### config.mk
export PLATFORM = sky130hd
export DESIGN_NAME = traffic_phase_scheduler
export DESIGN_NICKNAME = d
export VERILOG_FILES = /design/src/rtl/traffic_pkg.sv /design/src/rtl/tls_dwell_timer.sv /design/src/rtl/traffic_phase_scheduler.sv
export SDC_FILE = /design/constraint.sdc
export NUM_CORES = 1
export LEC_CHECK = 0
export ABC_AREA = 0
export CAP_MARGIN = 40
export CORE_MARGIN = 4
export CORE_UTILIZATION = 55
export CTS_CLUSTER_SIZE = 14
export DETAILED_ROUTE_END_ITERATION = 8
export PLACE_DENSITY = 0.92
export SYNTH_ARGS = -nofsm -noshare
export SYNTH_HDL_FRONTEND = slang
export SYNTH_SLANG_ARGS = --single-unit
### constraint.sdc
create_clock -name clk -period 4.4 [get_ports clk]
set_input_delay 0.44 -clock clk [delete_from_list [all_inputs] [get_ports clk]]
set_output_delay 0.44 -clock clk [all_outputs]
set_load 0.05 [all_outputs]
### src/rtl/traffic_pkg.sv
// Phase encodings and default dwell durations shared by the intersection controller.
package traffic_pkg;

    typedef enum logic [2:0] {
        ALL_RED_A   = 3'd0,
        MAIN_GREEN  = 3'd1,
        MAIN_YELLOW = 3'd2,
        ALL_RED_B   = 3'd3,
        SIDE_GREEN  = 3'd4,
        SIDE_YELLOW = 3'd5
    } phase_e;

    localparam int DEF_CNT_W        = 8;
    localparam int DEF_ALL_RED_T    = 1;
    localparam int DEF_MAIN_MIN_T   = 10;
    localparam int DEF_YELLOW_T     = 3;
    localparam int DEF_SIDE_GREEN_T = 6;

endpackage

### src/rtl/tls_dwell_timer.sv
// Phase dwell counter: loaded with duration-1 on phase entry, counts down on tick,
// saturates at zero and flags expiry on a tick seen at zero.
module tls_dwell_timer #(
    parameter int               CNT_W     = 8,
    parameter logic [CNT_W-1:0] RESET_VAL = '0
) (
    input  logic             clk,
    input  logic             rst,
    input  logic             tick,
    input  logic             load,
    input  logic [CNT_W-1:0] load_val,
    output logic             expired
);

    logic [CNT_W-1:0] count;

    always_ff @(posedge clk or posedge rst) begin
        if (rst)
            count <= RESET_VAL;
        else if (load)
            count <= load_val;
        else if (tick && count != '0)
            count <= count - CNT_W'(1);
    end

    assign expired = tick && (count == '0);

endmodule

### src/rtl/traffic_phase_scheduler.sv
// Timed two-road phase sequencer with latched side/pedestrian requests.
// Optional macro TLS_PED_WALK_EN adds the ped_walk output and its ped_flag latch.
module traffic_phase_scheduler
    import traffic_pkg::*;
#(
    parameter int CNT_W        = DEF_CNT_W,
    parameter int ALL_RED_T    = DEF_ALL_RED_T,
    parameter int MAIN_MIN_T   = DEF_MAIN_MIN_T,
    parameter int YELLOW_T     = DEF_YELLOW_T,
    parameter int SIDE_GREEN_T = DEF_SIDE_GREEN_T
) (
    input  logic       clk,
    input  logic       rst,
    input  logic       tick,
    input  logic       side_req,
    input  logic       ped_req,
    output logic       main_red,
    output logic       main_yellow,
    output logic       main_green,
    output logic       side_red,
    output logic       side_yellow,
    output logic       side_green,
    output logic       req_pending,
`ifdef TLS_PED_WALK_EN
    output logic       ped_walk,
`endif
    output logic [2:0] phase
);

    localparam longint MAX_T = longint'(1) << CNT_W;

    phase_e           state, next_state;
    logic             load, expired, serve_start, new_req;
    logic [CNT_W-1:0] load_val;

    function automatic logic [CNT_W-1:0] dwell_load(input phase_e p);
        case (p)
            MAIN_GREEN:               return CNT_W'(MAIN_MIN_T - 1);
            MAIN_YELLOW, SIDE_YELLOW: return CNT_W'(YELLOW_T - 1);
            SIDE_GREEN:               return CNT_W'(SIDE_GREEN_T - 1);
            default:                  return CNT_W'(ALL_RED_T - 1);
        endcase
    endfunction

    always_ff @(posedge clk or posedge rst) begin
        if (rst)
            state <= ALL_RED_A;
        else
            state <= next_state;
    end

    // Main green only yields once a latched request exists; the timer is simply left at zero.
    always_comb begin
        next_state = state;
        case (state)
            ALL_RED_A:   if (expired) next_state = MAIN_GREEN;
            MAIN_GREEN:  if (expired && req_pending) next_state = MAIN_YELLOW;
            MAIN_YELLOW: if (expired) next_state = ALL_RED_B;
            ALL_RED_B:   if (expired) next_state = SIDE_GREEN;
            SIDE_GREEN:  if (expired) next_state = SIDE_YELLOW;
            SIDE_YELLOW: if (expired) next_state = ALL_RED_A;
            default:     next_state = ALL_RED_A;
        endcase
    end

    assign load     = (next_state != state);
    assign load_val = dwell_load(next_state);

    tls_dwell_timer #(
        .CNT_W     (CNT_W),
        .RESET_VAL (CNT_W'(ALL_RED_T - 1))
    ) u_dwell (
        .clk      (clk),
        .rst      (rst),
        .tick     (tick),
        .load     (load),
        .load_val (load_val),
        .expired  (expired)
    );

    assign serve_start = (next_state == SIDE_GREEN) && (state != SIDE_GREEN);
    assign new_req     = (side_req || ped_req) && (state != SIDE_GREEN);

    // Clearing on entry to side green takes priority over a request arriving that cycle.
    always_ff @(posedge clk or posedge rst) begin
        if (rst)
            req_pending <= 1'b0;
        else if (serve_start)
            req_pending <= 1'b0;
        else if (new_req)
            req_pending <= 1'b1;
    end

`ifdef TLS_PED_WALK_EN
    logic ped_flag, walk_q;

    // The walk indication captures ped_flag as side green begins, before the flag is cleared.
    always_ff @(posedge clk or posedge rst) begin
        if (rst) begin
            ped_flag <= 1'b0;
            walk_q   <= 1'b0;
        end else begin
            if (serve_start)
                ped_flag <= 1'b0;
            else if (ped_req && state != SIDE_GREEN)
                ped_flag <= 1'b1;
            if (serve_start)
                walk_q <= ped_flag;
            else if (next_state != SIDE_GREEN)
                walk_q <= 1'b0;
        end
    end

    assign ped_walk = walk_q;
`endif

    always_comb begin
        main_red    = 1'b1;
        main_yellow = 1'b0;
        main_green  = 1'b0;
        side_red    = 1'b1;
        side_yellow = 1'b0;
        side_green  = 1'b0;
        case (state)
            MAIN_GREEN:  begin main_red = 1'b0; main_green  = 1'b1; end
            MAIN_YELLOW: begin main_red = 1'b0; main_yellow = 1'b1; end
            SIDE_GREEN:  begin side_red = 1'b0; side_green  = 1'b1; end
            SIDE_YELLOW: begin side_red = 1'b0; side_yellow = 1'b1; end
            default: ;
        endcase
    end

    assign phase = state;

    a_durations_legal: assert property (@(posedge clk)
        (ALL_RED_T    >= 1) && (longint'(ALL_RED_T)    <= MAX_T) &&
        (MAIN_MIN_T   >= 1) && (longint'(MAIN_MIN_T)   <= MAX_T) &&
        (YELLOW_T     >= 1) && (longint'(YELLOW_T)     <= MAX_T) &&
        (SIDE_GREEN_T >= 1) && (longint'(SIDE_GREEN_T) <= MAX_T))
        else $error("traffic_phase_scheduler: dwell duration outside 1..2^CNT_W");

endmodule

## After elaboration in Yosys (flattened, before gate mapping)

Index checks and enable logic that the tools add are counted.

| storage, ports and cells | value |
|---|---|
| bits in registers | 12 |
| input port bits | 5 |
| word-level logic and storage cells | 47 |

| operators by class | value |
|---|---|
| add/subtract/negate cells | 1 |
| equality and inequality tests | 11 |
| mux-type cells | 18 |
| reductions and logical operators | 14 |

Operators by type and width:

| operator | number |
|---|---|
| 3-bit two-way mux | 6 |
| 3-bit case mux with 6 select lines | 1 |
| 8-bit two-way mux | 2 |
| 3-bit equality test (second input constant) | 4 |
| 4-bit case mux with 3 select lines | 1 |
| 3-bit by 2-bit equality test with 1-bit output (second input constant) | 3 |
| 8-bit zero test | 1 |
| 1-bit two-way mux | 8 |
| 8-bit nonzero test | 1 |
| 8-bit by 1-bit subtractor with 8-bit output (second input constant) | 1 |
| 3-bit by 1-bit equality test with 1-bit output (second input constant) | 2 |
| 2-bit OR reduction | 3 |
| 1-bit logical AND | 5 |
| 2-bit nonzero test | 2 |
| 3-bit zero test | 1 |
| 3-bit inequality test | 1 |
| 3-bit inequality test (second input constant) | 1 |
| 1-bit logical OR | 1 |

## Logic depth before layout (Yosys ltp)

Gate-level depths: netlist (run 1).

| logic depth | value |
|---|---|
| word-level depth | 9 |
| gate-level depth with buffers | 6 |
| depth with buffers taken out | 6 |

## By module

From an unflattened synthesis (run 1), not the netlist that was laid out.

| second synthesis, totals | value |
|---|---|
| cells, all modules | 107 |
| area total of the unflattened synthesis | 893.4 µm² |

By module, submodules not included:

| module | instances | cells an instance | area an instance (µm²) | sequential area each (µm²) |
|---|---|---|---|---|
| tls_dwell_timer | 1 | 59 | 504.2 | 200.2 |
| traffic_phase_scheduler | 1 | 48 | 389.1 | 100.1 |

## Worst setup path before layout (run 1)

OpenSTA, ideal clock, no wires.

| timing path | value |
|---|---|
| kind | register to output |
| start | register state[1], in the netlist phase[1] |
| end | output port main_red |
| arrival time | 2.788 ns |
| required time | 3.960 ns |
| slack | 1.172 ns |
| stages on the path, launching flop included | 4 |
| cells stage by stage | dfrtp_1 > clkbuf_1 > nor3b_1 > nor2_1 |

| between the ends | value |
|---|---|
| word-level cells in the longest chain between the ends | 3 |
| elaborated cells on any way between the ends | 4 |

Ends and longest elaborated chain:

| element | RTL line | text |
|---|---|---|
| start: declaration | traffic_phase_scheduler.sv:32 | `phase_e state, next_state;` |
| start signal: assignment | traffic_phase_scheduler.sv:49 | `state <= next_state;` |
| 3-bit by 2-bit equality test with 1-bit output or 3-bit by 1-bit equality test with 1-bit output (tied branches) | traffic_phase_scheduler.sv:124 | `case (state)` |
| 2-bit OR reduction (no source line) (*) | -- |  |
| 1-bit two-way mux (*) | traffic_phase_scheduler.sv:124 |  |
| end: declaration | traffic_phase_scheduler.sv:17 | `output logic main_red,` |

Every way passes the cells marked *; elsewhere a longest branch is shown, timed or not.

## Worst setup path after layout (run 1)

| timing path | value |
|---|---|
| start | register state[2], in the netlist phase[2] |
| end | output port main_green |

| between the ends | value |
|---|---|
| word-level cells in the longest chain between the ends | 2 |

Ends and longest elaborated chain:

| element | RTL line | text |
|---|---|---|
| 3-bit by 1-bit equality test with 1-bit output | traffic_phase_scheduler.sv:124 |  |
| 1-bit two-way mux | traffic_phase_scheduler.sv:124 |  |
| end: declaration | traffic_phase_scheduler.sv:19 | `output logic main_green,` |

Every way passes these cells.

==> results of run 1 <==
[state kept, by name, indices dropped and copies added, names as in the netlist]
name / flops
req_pending: 1
u_dwell.count: 8
phase: 3
[placed cells by master, fill, tap and decap left out, types with 2 or more instances in the layout]
| cell | count |
|---|---|
| sky130_fd_sc_hd__a21oi_1 | 3 |
| sky130_fd_sc_hd__a22o_1 | 2 |
| sky130_fd_sc_hd__clkbuf_4 | 3 |
| sky130_fd_sc_hd__clkdlybuf4s50_1 | 14 |
| sky130_fd_sc_hd__dfrtp_1 | 12 |
| sky130_fd_sc_hd__ha_1 | 2 |
| sky130_fd_sc_hd__inv_1 | 4 |
| sky130_fd_sc_hd__mux2i_1 | 2 |
| sky130_fd_sc_hd__nand2_1 | 6 |
| sky130_fd_sc_hd__nand2b_1 | 2 |
| sky130_fd_sc_hd__nand3_1 | 2 |
| sky130_fd_sc_hd__nor2_1 | 17 |
| sky130_fd_sc_hd__nor3_1 | 4 |
| sky130_fd_sc_hd__nor3b_1 | 2 |
| sky130_fd_sc_hd__o211a_1 | 2 |
| sky130_fd_sc_hd__o21ai_0 | 7 |
| sky130_fd_sc_hd__or3b_2 | 2 |
| sky130_fd_sc_hd__or4_4 | 2 |
| sky130_fd_sc_hd__xnor2_1 | 3 |
[worst paths after layout]
kind,startpoint,to,slack (ns),cells after the start
max,phase[2],main_green,1.87,3
min,rst,u_dwell.count[2],0.46,2
max reg2reg,u_dwell.count[0],u_dwell.count[2],2.27,6
min reg2reg,u_dwell.count[7],u_dwell.count[7],0.60,2
max in group asynchronous,rst,u_dwell.count[4],3.61,2
min in group clk,u_dwell.count[7],u_dwell.count[7],0.60,2
[worst max-delay path, delay by kind of cell (launching register included)]
family                 cells  cell delay, ns
DFF                        1            0.53
buffers and inverters      1            0.84
and+or+nand+nor            2            0.44
[layout make-up]
class | count | area (sq um) | area share, %
clock buffer | 4 | 36.3 | 3.52
inverter | 4 | 15.0 | 1.45
multi-input combinational | 80 | 520 | 50.4
sequential | 12 | 300 | 29.1
tap | 16 | 20.0 | 1.94
timing repair buffer | 14 | 140 | 13.6
[stage by stage]
step | hold slack (ns) | worst slack, ns | area [sq um] | utilization, %
global placement | 0.580 | 1.92 | 996 | 66.1
CTS | 0.477 | 1.88 | 1030 | 68.5
detailed placement | 0.587 | 1.83 | 996 | 66.1
global route | 0.499 | 1.76 | 1030 | 68.5
finish | 0.461 | 1.87 | 1030 | 68.5
floorplan | 0.305 | 1.17 | 875 | -
[power groups by stage]
stage          combinational [mW]  sequential, mW  clock [mW]
6_report                    0.407           0.224      0.0919
4_1_cts                     0.409           0.222      0.0909
3_5_place_dp                0.405           0.225           0
2_1_floorplan               0.312           0.218           0
3_3_place_gp                0.398           0.222           0
5_1_grt                     0.440           0.234      0.0949
[routing by layer]
| layer | routed length, um | vias up | part of all wire (%) |
|---|---|---|---|
| met5 | 0 | - | 0 |
| met4 | 29 | 0 | 1.4 |
| met3 | 110 | 7 | 5.4 |
| met2 | 989 | 35 | 48 |
| met1 | 915 | 393 | 45 |
| li1 | - | 401 | - |
[logic make-up (layout without fill, tap and decap cells)]
kind of cell    after synthesis  in the layout  share of synthesized area, %
mux                           2              2                          2.29
xor+xnor                      3              3                          3.00
flops                        12             12                          34.3
compound gates               27             27                          22.5
simple gates                 46             46                          28.9
fa+ha+maj                     2              2                          2.86
buf+inv                      10             22                          6.15
==> impl_metrics.sql, run 1 <==
INSERT INTO impl_metrics (metric_group, metric, value, unit) VALUES
('synth', 'synth-edff-count', '0', ''),
('place', 'io_buf_count', '14', ''),
('final_layout', 'diodes', '0', ''),
('setup_path', 'required', '3.96', 'ns'),
('synth', 'post_synth_instance_area', '875', 'sq um'),
('grt', 'grt_usage', '20.6', '%'),
('hold_path', 'min-delay-path-class', 'primary input to async pin', ''),
('routing', 'post_drt_via_cell_ratio', '6.43', ''),
('setup_path', 'timing.critical_path.slowest_stage_cell', 'sky130_fd_sc_hd__clkdlybuf4s50_1', ''),
('pwr', 'comb_power_share', '56.3', '%'),
('die', 'fp-row-count', '14', ''),
('run', 'max_cap_violations', '0', ''),
('run_status', 'result_of_the_run', 'finished, final reports clean', ''),
('timing', 'fmaxAchievable', '396', 'MHz'),
('die', 'io_pins', '15', ''),
('die', 'starting_utilization_of_the_core_area', '58.1', '%'),
('clock_network', 'cts-resized-gates', '0', ''),
('clock_network', 'cts_setup_buffers', '0', ''),
('clock_network', 'cts_root_buffer', 'sky130_fd_sc_hd__clkbuf_4', ''),
('pwr', 'internal_power', '358', 'uW'),
('timing', 'hold_viol_final', '0', ''),
('timing', 'setup_total_negative_slack', '0', 'ns'),
('die', 'fp.dieH', '47.9', 'um'),
('clock_network', 'clock_sinks', '12', ''),
('routing', 'vias', '836', ''),
('routing', 'post-route-drc-count', '0', ''),
('timing', 'period_minus_slack', '2.53', 'ns'),
('synth', 'yosys.cell_types.count', '43', ''),
('grt', 'grt.met1_usage', '24.7', '%'),
('pwr', 'power_density', '701', 'nW/um^2'),
('setup_path', 'worst-path-max-fanout', '14', ''),
('clock_network', 'cts.path.max_buffers', '2', ''),
('timing', 'final_max_slew_viol_count', '0', ''),
('grt', 'antenna_found_initial', '0', ''),
('routing', 'wl_per_cell', '15.7', 'um'),
('die', 'die_width', '47.9', 'um'),
('synth', 'yosys-top-cells-count', '17 x sky130_fd_sc_hd__nor2_1, 12 x sky130_fd_sc_hd__dfrtp_1, 7 x sky130_fd_sc_hd__o21ai_0', ''),
('setup_path', 'timing.critical_path.from_type', 'register', ''),
('setup_path', 'critical_path.endpoint_type', 'primary output', ''),
('clock_network', 'clkLatencyLatePin', '0.28', 'ns'),
('setup_path', 'worstSetupPathType', 'register to primary output', ''),
('pwr', 'pwr-share-seq', '31.0', '%'),
('pwr', 'power.leakage', '0.407', 'nW'),
('die', 'floorplan.die_area', '2290', 'sq um'),
('synth', 'ys.flop_type', 'sky130_fd_sc_hd__dfrtp_1', ''),
('routing', 'drt_wl_total', '2040', 'um'),
('synth', 'ys_seq_elements', '12', ''),
('pwr', 'max-vdd-ir-drop', '0.000501', 'V'),
('synth', 'postSynthCellCount', '102', ''),
('pwr', 'design_power_total', '724', 'uW'),
('die', 'area_of_the_placeable_core', '1510', 'sq um'),
('setup_path', 'timing.critical_path.cells', 'nand2b_1 -> nor2_1 -> clkdlybuf4s50_1', ''),
('pwr', 'p_sw', '365', 'uW'),
('timing', 'worst_slew_margin_rel', '64.3', '%'),
('routing', 'first_pass_iters', '4', ''),
('grt', 'grt_pass1_wl', '3330', 'um'),
('timing', 'clock-skew-final', '0.00821', 'ns'),
('final_layout', 'nFillCells', '125', ''),
('final_layout', 'final_layout_size_suffix_gt1_share', '8.77', '%'),
('place', 'placed_cells_incl_taps', '126', ''),
('clock_network', 'cts-buffers-inserted', '3', ''),
('synth', 'ys_top_cells_by_area', 'sky130_fd_sc_hd__dfrtp_1 34%, sky130_fd_sc_hd__nor2_1 7.3%, sky130_fd_sc_hd__o21ai_0 4.0%, sky130_fd_sc_hd__xnor2_1 3.0%, sky130_fd_sc_hd__ha_1 2.9%', ''),
('pwr', 'power.share.switching', '50.5', '%'),
('grt', 'global_route.usage.met2', '35.6', '%'),
('grt', 'globalRouteOverflowTotal', '0', ''),
('grt', 'grt_pass1_vias', '808', ''),
('timing', 'timing_worst_slew_pin_value', '0.531', 'ns'),
('clock_network', 'cts.htree.levels', '1', ''),
('timing', 'final_min_period_over_clock_period', '57.5', '%'),
('grt', 'maximum_number_of_pins_on_one_net_before_global_route_repair', '16', ''),
('grt', 'busiest_layer', 'met2', '');
Note: power is estimated with default switching activity, not from simulation.
==> run 2: changes to the inputs <==
- CORE_UTILIZATION: 55 -> 51
- PLACE_DENSITY: 0.92 -> 0.87
- clock period: 4.4 -> 2.55 ns (I/O delays scaled with it)
==> run 2 against run 1 <==
Via count is 1.1% higher; global-route usage is 0.69 points lower; final cell count up 1.5%; first-iteration DRC count is 30% higher; power grew 73%; register-to-register slack worse by 1.8 ns; combinational power rose by 72%; worst setup slack lost 1.7 ns; hold slack worse by 0.18 ns; flip-flop and latch count stayed put; critical endpoint unchanged; largest cell class unchanged; highest routed layer unchanged.
==> impl_metrics.sql, run 2 (synthesis results as in run 1) <==
INSERT INTO impl_metrics (metric_group, metric, value, unit) VALUES
('run_status', 'result_of_the_run', 'finished, final reports clean', ''),
('final_layout', 'layout.cell_area.non_filler', '1050', 'sq um'),
('routing', 'final_antenna_net_count', '0', ''),
('die', 'die_width', '49.4', 'um'),
('timing', 'setup_total_negative_slack', '0', 'ns'),
('clock_network', 'cts_hold_repair.buffers', '0', ''),
('setup_path', 'worst-path-max-fanout', '14', ''),
('setup_path', 'timing.critical_path.from_type', 'register', ''),
('final_layout', 'post-route-util', '67.5', '%'),
('final_layout', 'regMostFlops', 'u_dwell.count', ''),
('timing', 'hold_viol_final', '0', ''),
('routing', 'drt_wl_total', '2100', 'um'),
('final_layout', 'largest_reg_flops', '8', ''),
('setup_path', 'cp_data_arrival_time', '2.09', 'ns'),
('setup_path', 'timing.critical_path.cells', 'nand2b_1 -> nor2_1 -> clkdlybuf4s50_1', ''),
('setup_path', 'crit_buf_inv', '1', ''),
('setup_path', 'timing.critical_path.slowest_stage_cell', 'sky130_fd_sc_hd__clkdlybuf4s50_1', ''),
('timing', 'setup-violations-final', '0', ''),
('grt', 'grt_pass1_wl', '3820', 'um'),
('timing', 'final_min_period_over_clock_period', '91.8', '%'),
('timing', 'clock-skew-final', '0.00493', 'ns'),
('routing', 'first_pass_iters', '4', ''),
('pwr', 'power.leakage', '0.418', 'nW'),
('pwr', 'power.share.switching', '50.6', '%'),
('routing', 'post_drt_via_cell_ratio', '6.40', ''),
('clock_network', 'cts_root_buffer', 'sky130_fd_sc_hd__clkbuf_4', ''),
('pwr', 'internal_power', '619', 'uW'),
('final_layout', 'final_cell_mix', '17 x sky130_fd_sc_hd__nor2_1, 14 x sky130_fd_sc_hd__clkdlybuf4s50_1, 12 x sky130_fd_sc_hd__dfrtp_1', ''),
('timing', 'worst_slew_margin_rel', '55.3', '%'),
('routing', 'wl_per_cell', '15.9', 'um'),
('timing', 'final_max_slew_viol_count', '0', ''),
('clock_network', 'cts-resized-gates', '0', ''),
('clock_network', 'cts_tree', 'yes', ''),
('die', 'area_of_the_placeable_core', '1560', 'sq um'),
('clock_network', 'cts.htree.levels', '1', ''),
('clock_network', 'clk_pin_slew_worst_paths', '0.09', 'ns'),
('pwr', 'p_sw', '635', 'uW'),
('grt', 'maximum_number_of_pins_on_one_net_before_global_route_repair', '15', ''),
('routing', 'vias', '845', ''),
('die', 'fp-row-count', '14', ''),
('final_layout', 'diodes', '0', ''),
('setup_path', 'worstSetupPathType', 'register to primary output', ''),
('grt', 'antenna_found_initial', '0', ''),
('setup_path', 'critical_path.endpoint_type', 'primary output', ''),
('clock_network', 'clkLatencyLatePin', '0.28', 'ns'),
('pwr', 'pwr-share-seq', '31.4', '%'),
('place', 'post_dp_cell_area', '1020', 'sq um'),
('timing', 'timing_worst_slew_pin_value', '0.665', 'ns'),
('die', 'io_pins', '15', ''),
('pwr', 'comb_power_share', '55.9', '%'),
('final_layout', 'flow.area_growth_from_synthesis', '20.3', '%'),
('pwr', 'power_density', '1190', 'nW/um^2'),
('routing', 'drtIter0Drc', '30', ''),
('place', 'place.detailed.hpwl', '1460', 'um'),
('clock_network', 'cts-buffers-inserted', '3', ''),
('setup_path', 'cp_slowest_stage_delay', '0.84', 'ns'),
('place', 'io_buf_count', '14', ''),
('setup_path', 'required', '2.30', 'ns'),
('setup_path', 'critical-path-top-delay-family', 'buffers and inverters', ''),
('timing', 'fmaxAchievable', '427', 'MHz'),
('grt', 'globalRouteOverflowTotal', '0', ''),
('timing', 'period_minus_slack', '2.34', 'ns'),
('grt', 'grt_pass1_vias', '881', ''),
('die', 'fp.dieH', '49.4', 'um'),
('final_layout', 'final_layout_size_suffix_gt1_share', '11.2', '%'),
('timing', 'rsz0062_at_grt', 'no', ''),
('clock_network', 'cts.path.max_buffers', '2', ''),
('die', 'starting_utilization_of_the_core_area', '56.1', '%'),
('die', 'floorplan.die_area', '2440', 'sq um'),
('clock_network', 'clock_sinks', '12', ''),
('routing', 'post-route-drc-count', '0', ''),
('pwr', 'clock_power_share', '12.7', '%'),
('run', 'max_cap_violations', '0', ''),
('hold_path', 'min-delay-path-class', 'primary input to async pin', ''),
('final_layout', 'num-nets-final', '124', ''),
('pwr', 'max-vdd-ir-drop', '0.000737', 'V'),
('final_layout', 'final_common_cell', 'sky130_fd_sc_hd__nor2_1', ''),
('place', 'routabilityCongestion', '0.858', ''),
('grt', 'grt_usage', '19.9', '%'),
('clock_network', 'cts_setup_buffers', '0', '');
==> run 2: cell types whose count changed in the layout (fill, tap and decap cells not counted) <==
| cell | delta |
|---|---|
| sky130_fd_sc_hd__buf_4 | +2 |
| sky130_fd_sc_hd__nor3b_1 | -1 |
| sky130_fd_sc_hd__nor3b_2 | +1 |
==> run 2: power groups by stage <==
stage | clock, mW | sequential [mW] | combinational [mW]
after detailed placement | 0 | 0.391 | 0.695
final | 0.159 | 0.393 | 0.701
after global routing | 0.174 | 0.408 | 0.767
after CTS | 0.161 | 0.388 | 0.704
after global placement | 0 | 0.385 | 0.685
after floorplan | 0 | 0.377 | 0.541
==> run 2: worst register-to-register path, cell delays in order (launching register included) <==
cell,delay [ns]
sky130_fd_sc_hd__dfrtp_1,0.41
sky130_fd_sc_hd__inv_1,0.13
sky130_fd_sc_hd__ha_1,0.18
sky130_fd_sc_hd__or3b_2,0.51
sky130_fd_sc_hd__or4_4,0.56
sky130_fd_sc_hd__nand3_1,0.09
sky130_fd_sc_hd__o211a_1,0.13
==> run 2: stage by stage <==
step | setup WS (ns) | std cells | power [mW] | hold slack (ns)
2_1_floorplan | 0.157 | 102 | 0.918 | 0.120
3_3_place_gp | 0.472 | 128 | 1.07 | 0.562
3_5_place_dp | 0.432 | 128 | 1.09 | 0.580
4_1_cts | 0.204 | 132 | 1.25 | 0.301
5_1_grt | 0.0968 | 132 | 1.35 | 0.340
6_report | 0.210 | 132 | 1.25 | 0.284
==> run 2: metal layers <==
metal,vias up,GRT usage (%),share of wire (%)
met5,-,0,0
met4,0,8.29,1.3
met3,5,4.59,5.8
met2,35,33.0,47
met1,394,24.5,45
li1,411,-,-
==> run 2: path summary, 6_finish.rpt <==
kind	end	from	depth (start not counted)	slack, ns
worst min-delay path	req_pending	rst	2	0.28
worst min register to register	u_dwell.count[7]	u_dwell.count[7]	2	0.59
worst max register to register	u_dwell.count[2]	u_dwell.count[0]	6	0.47
worst max-delay path	main_green	phase[2]	3	0.21
min in group clk	u_dwell.count[7]	u_dwell.count[7]	2	0.59
max in group asynchronous	u_dwell.count[5]	rst	2	1.93
==> run 2: area by class of cell <==
| class | instances | area (sq um) |
|---|---|---|
| Clock buffer | 4 | 36.3 |
| Fill cell | 127 | 507 |
| Inverter | 4 | 15.0 |
| Multi-Input combinational cell | 80 | 526 |
| Sequential cell | 12 | 300 |
| Tap cell | 16 | 20.0 |
| Timing Repair Buffer | 16 | 155 |
==> run 3: changes to the inputs <==
==> constraint.sdc (replaced) <==
create_clock -name clk -period 2.55 [get_ports clk]
set_input_delay 0.255 -clock clk [delete_from_list [all_inputs] [get_ports clk]]
set_output_delay 0.255 -clock clk [all_outputs]
set_load 0.02 [all_outputs]
==> run 3 against run 2 <==
Die area unchanged; worst setup slack improved by 0.20 ns; highest routed layer unchanged; critical endpoint unchanged; clock skew decreased by 0.0042 ns; register-to-register slack hardly changed.
==> impl_metrics.sql, run 3 (synthesis results as in run 1) <==
INSERT INTO impl_metrics (metric_group, metric, value, unit) VALUES
('grt', 'maximum_number_of_pins_on_one_net_before_global_route_repair', '16', ''),
('final_layout', 'flow.area_growth_from_synthesis', '17.3', '%'),
('clock_network', 'cts_hold_repair.buffers', '0', ''),
('timing', 'worst_slew_margin_rel', '51.5', '%'),
('timing', 'hold_viol_final', '0', ''),
('grt', 'grt_pass1_wl', '3680', 'um'),
('routing', 'drt_wl_total', '2090', 'um'),
('timing', 'rsz0062_at_grt', 'no', ''),
('final_layout', 'seqCellArea', '300', 'sq um'),
('setup_path', 'required', '2.30', 'ns'),
('setup_path', 'critical_path.endpoint_type', 'primary output', ''),
('pwr', 'power_density', '1060', 'nW/um^2'),
('timing', 'period_minus_slack', '2.14', 'ns'),
('final_layout', 'final_cell_mix', '17 x sky130_fd_sc_hd__nor2_1, 14 x sky130_fd_sc_hd__clkdlybuf4s50_1, 12 x sky130_fd_sc_hd__dfrtp_1', ''),
('routing', 'wl_per_cell', '16.1', 'um'),
('place', 'post_dp_cell_area', '1000', 'sq um'),
('pwr', 'max-vdd-ir-drop', '0.000738', 'V'),
('routing', 'first_pass_iters', '4', ''),
('place', 'routabilityCongestion', '0.852', ''),
('pwr', 'design_power_total', '1.09', 'mW'),
('timing', 'timing_worst_slew_pin_value', '0.721', 'ns'),
('die', 'area_of_the_placeable_core', '1560', 'sq um'),
('routing', 'final_antenna_net_count', '0', ''),
('grt', 'globalRouteOverflowTotal', '0', ''),
('clock_network', 'cts_root_buffer', 'sky130_fd_sc_hd__clkbuf_4', ''),
('die', 'fp-row-count', '14', ''),
('grt', 'grt_pass1_vias', '855', ''),
('setup_path', 'worst-path-max-fanout', '14', ''),
('routing', 'vias', '845', ''),
('die', 'fp.dieH', '49.4', 'um'),
('timing', 'setup_total_negative_slack', '0', 'ns'),
('final_layout', 'layout.cell_area.non_filler', '1030', 'sq um'),
('die', 'floorplan.die_area', '2440', 'sq um'),
('die', 'io_pins', '15', ''),
('routing', 'drtIter0Drc', '33', ''),
('timing', 'fmaxAchievable', '468', 'MHz'),
('final_layout', 'post-route-util', '65.8', '%'),
('die', 'starting_utilization_of_the_core_area', '56.1', '%'),
('clock_network', 'cts.htree.levels', '1', ''),
('run', 'max_cap_violations', '0', ''),
('final_layout', 'regMostFlops', 'u_dwell.count', ''),
('grt', 'antenna_found_initial', '0', ''),
('final_layout', 'largest_reg_flops', '8', ''),
('pwr', 'power.leakage', '0.405', 'nW'),
('final_layout', 'final_common_cell', 'sky130_fd_sc_hd__nor2_1', ''),
('clock_network', 'clkLatencyLatePin', '0.28', 'ns'),
('timing', 'clock-skew-final', '0.000772', 'ns'),
('final_layout', 'final_layout_size_suffix_gt1_share', '8.77', '%'),
('run_status', 'result_of_the_run', 'finished, final reports clean', ''),
('die', 'die_width', '49.4', 'um'),
('routing', 'post-route-drc-count', '0', ''),
('timing', 'setup-violations-final', '0', ''),
('setup_path', 'cp_data_arrival_time', '1.88', 'ns'),
('clock_network', 'cts_tree', 'yes', ''),
('place', 'io_buf_count', '14', ''),
('place', 'preCtsSetupSlack', '0.490', 'ns'),
('timing', 'final_min_period_over_clock_period', '83.8', '%'),
('hold_path', 'min-delay-path-class', 'primary input to async pin', ''),
('final_layout', 'diodes', '0', ''),
('clock_network', 'cts.path.max_buffers', '2', ''),
('clock_network', 'cts_setup_buffers', '0', ''),
('clock_network', 'clk_pin_slew_worst_paths', '0.08', 'ns'),
('clock_network', 'clock_sinks', '12', ''),
('clock_network', 'cts-resized-gates', '0', ''),
('final_layout', 'footprint_of_the_multi_input_gates', '520', 'sq um'),
('place', 'place.detailed.hpwl', '1500', 'um'),
('clock_network', 'cts-buffers-inserted', '3', ''),
('setup_path', 'worstSetupPathType', 'register to primary output', ''),
('final_layout', 'nFillCells', '128', ''),
('setup_path', 'timing.critical_path.from_type', 'register', ''),
('timing', 'finalWorstSetupSlack', '0.414', 'ns'),
('timing', 'final_max_slew_viol_count', '0', ''),
('final_layout', 'num-nets-final', '123', ''),
('routing', 'post_drt_via_cell_ratio', '6.50', ''),
('grt', 'grt_usage', '19.3', '%');
[run 3: cell count changes in the layout (fill, tap and decap cells not counted), sizes merged]
cell | previous run | this run
clkbuf | 4 | 3
buf | 2 | 1
[run 3: cell type report]
type	count	area share [%]
Multi-Input combinational cell	80	50.7
Sequential cell	12	29.3
Timing Repair Buffer	15	14.4
Clock buffer	3	2.20
Tap cell	16	1.95
Inverter	4	1.46
[run 3: final timing paths]
check,start,endpoint,slack (ns),cells after the start
max,phase[2],main_green,0.41,3
min,rst,phase[0],0.29,2
max reg2reg,u_dwell.count[0],u_dwell.count[2],0.47,6
min reg2reg,u_dwell.count[7],u_dwell.count[7],0.60,2
max in group asynchronous,rst,u_dwell.count[0],1.94,2
min in group clk,u_dwell.count[7],u_dwell.count[7],0.60,2
[run 3: through the flow]
| stage | cells | hold WS (ns) |
|---|---|---|
| final | 130 | 0.289 |
| after global routing | 130 | 0.371 |
| after CTS | 130 | 0.313 |
| after detailed placement | 127 | 0.583 |
| after global placement | 127 | 0.565 |
| after floorplan | 102 | 0.120 |
[run 3: power by group]
group / internal, mW / switching (mW)
Combinational: 0.271 / 0.314
Clock: 0.0548 / 0.0664
Sequential: 0.262 / 0.124
[run 3: critical path, stage by stage (launching register included)]
cell	delay, ns
sky130_fd_sc_hd__dfrtp_1	0.52
sky130_fd_sc_hd__nand2b_1	0.23
sky130_fd_sc_hd__nor2_1	0.20
sky130_fd_sc_hd__clkdlybuf4s50_1	0.64
[run 3: metal layers]
metal / vias to the layer above / routed length, um / global-route usage (%)
li1: 404 / - / -
met1: 390 / 913 / 22.8
met2: 43 / 974 / 30.8
met3: 8 / 156 / 5.50
met4: 0 / 50 / 11.5
met5: - / 0 / 0
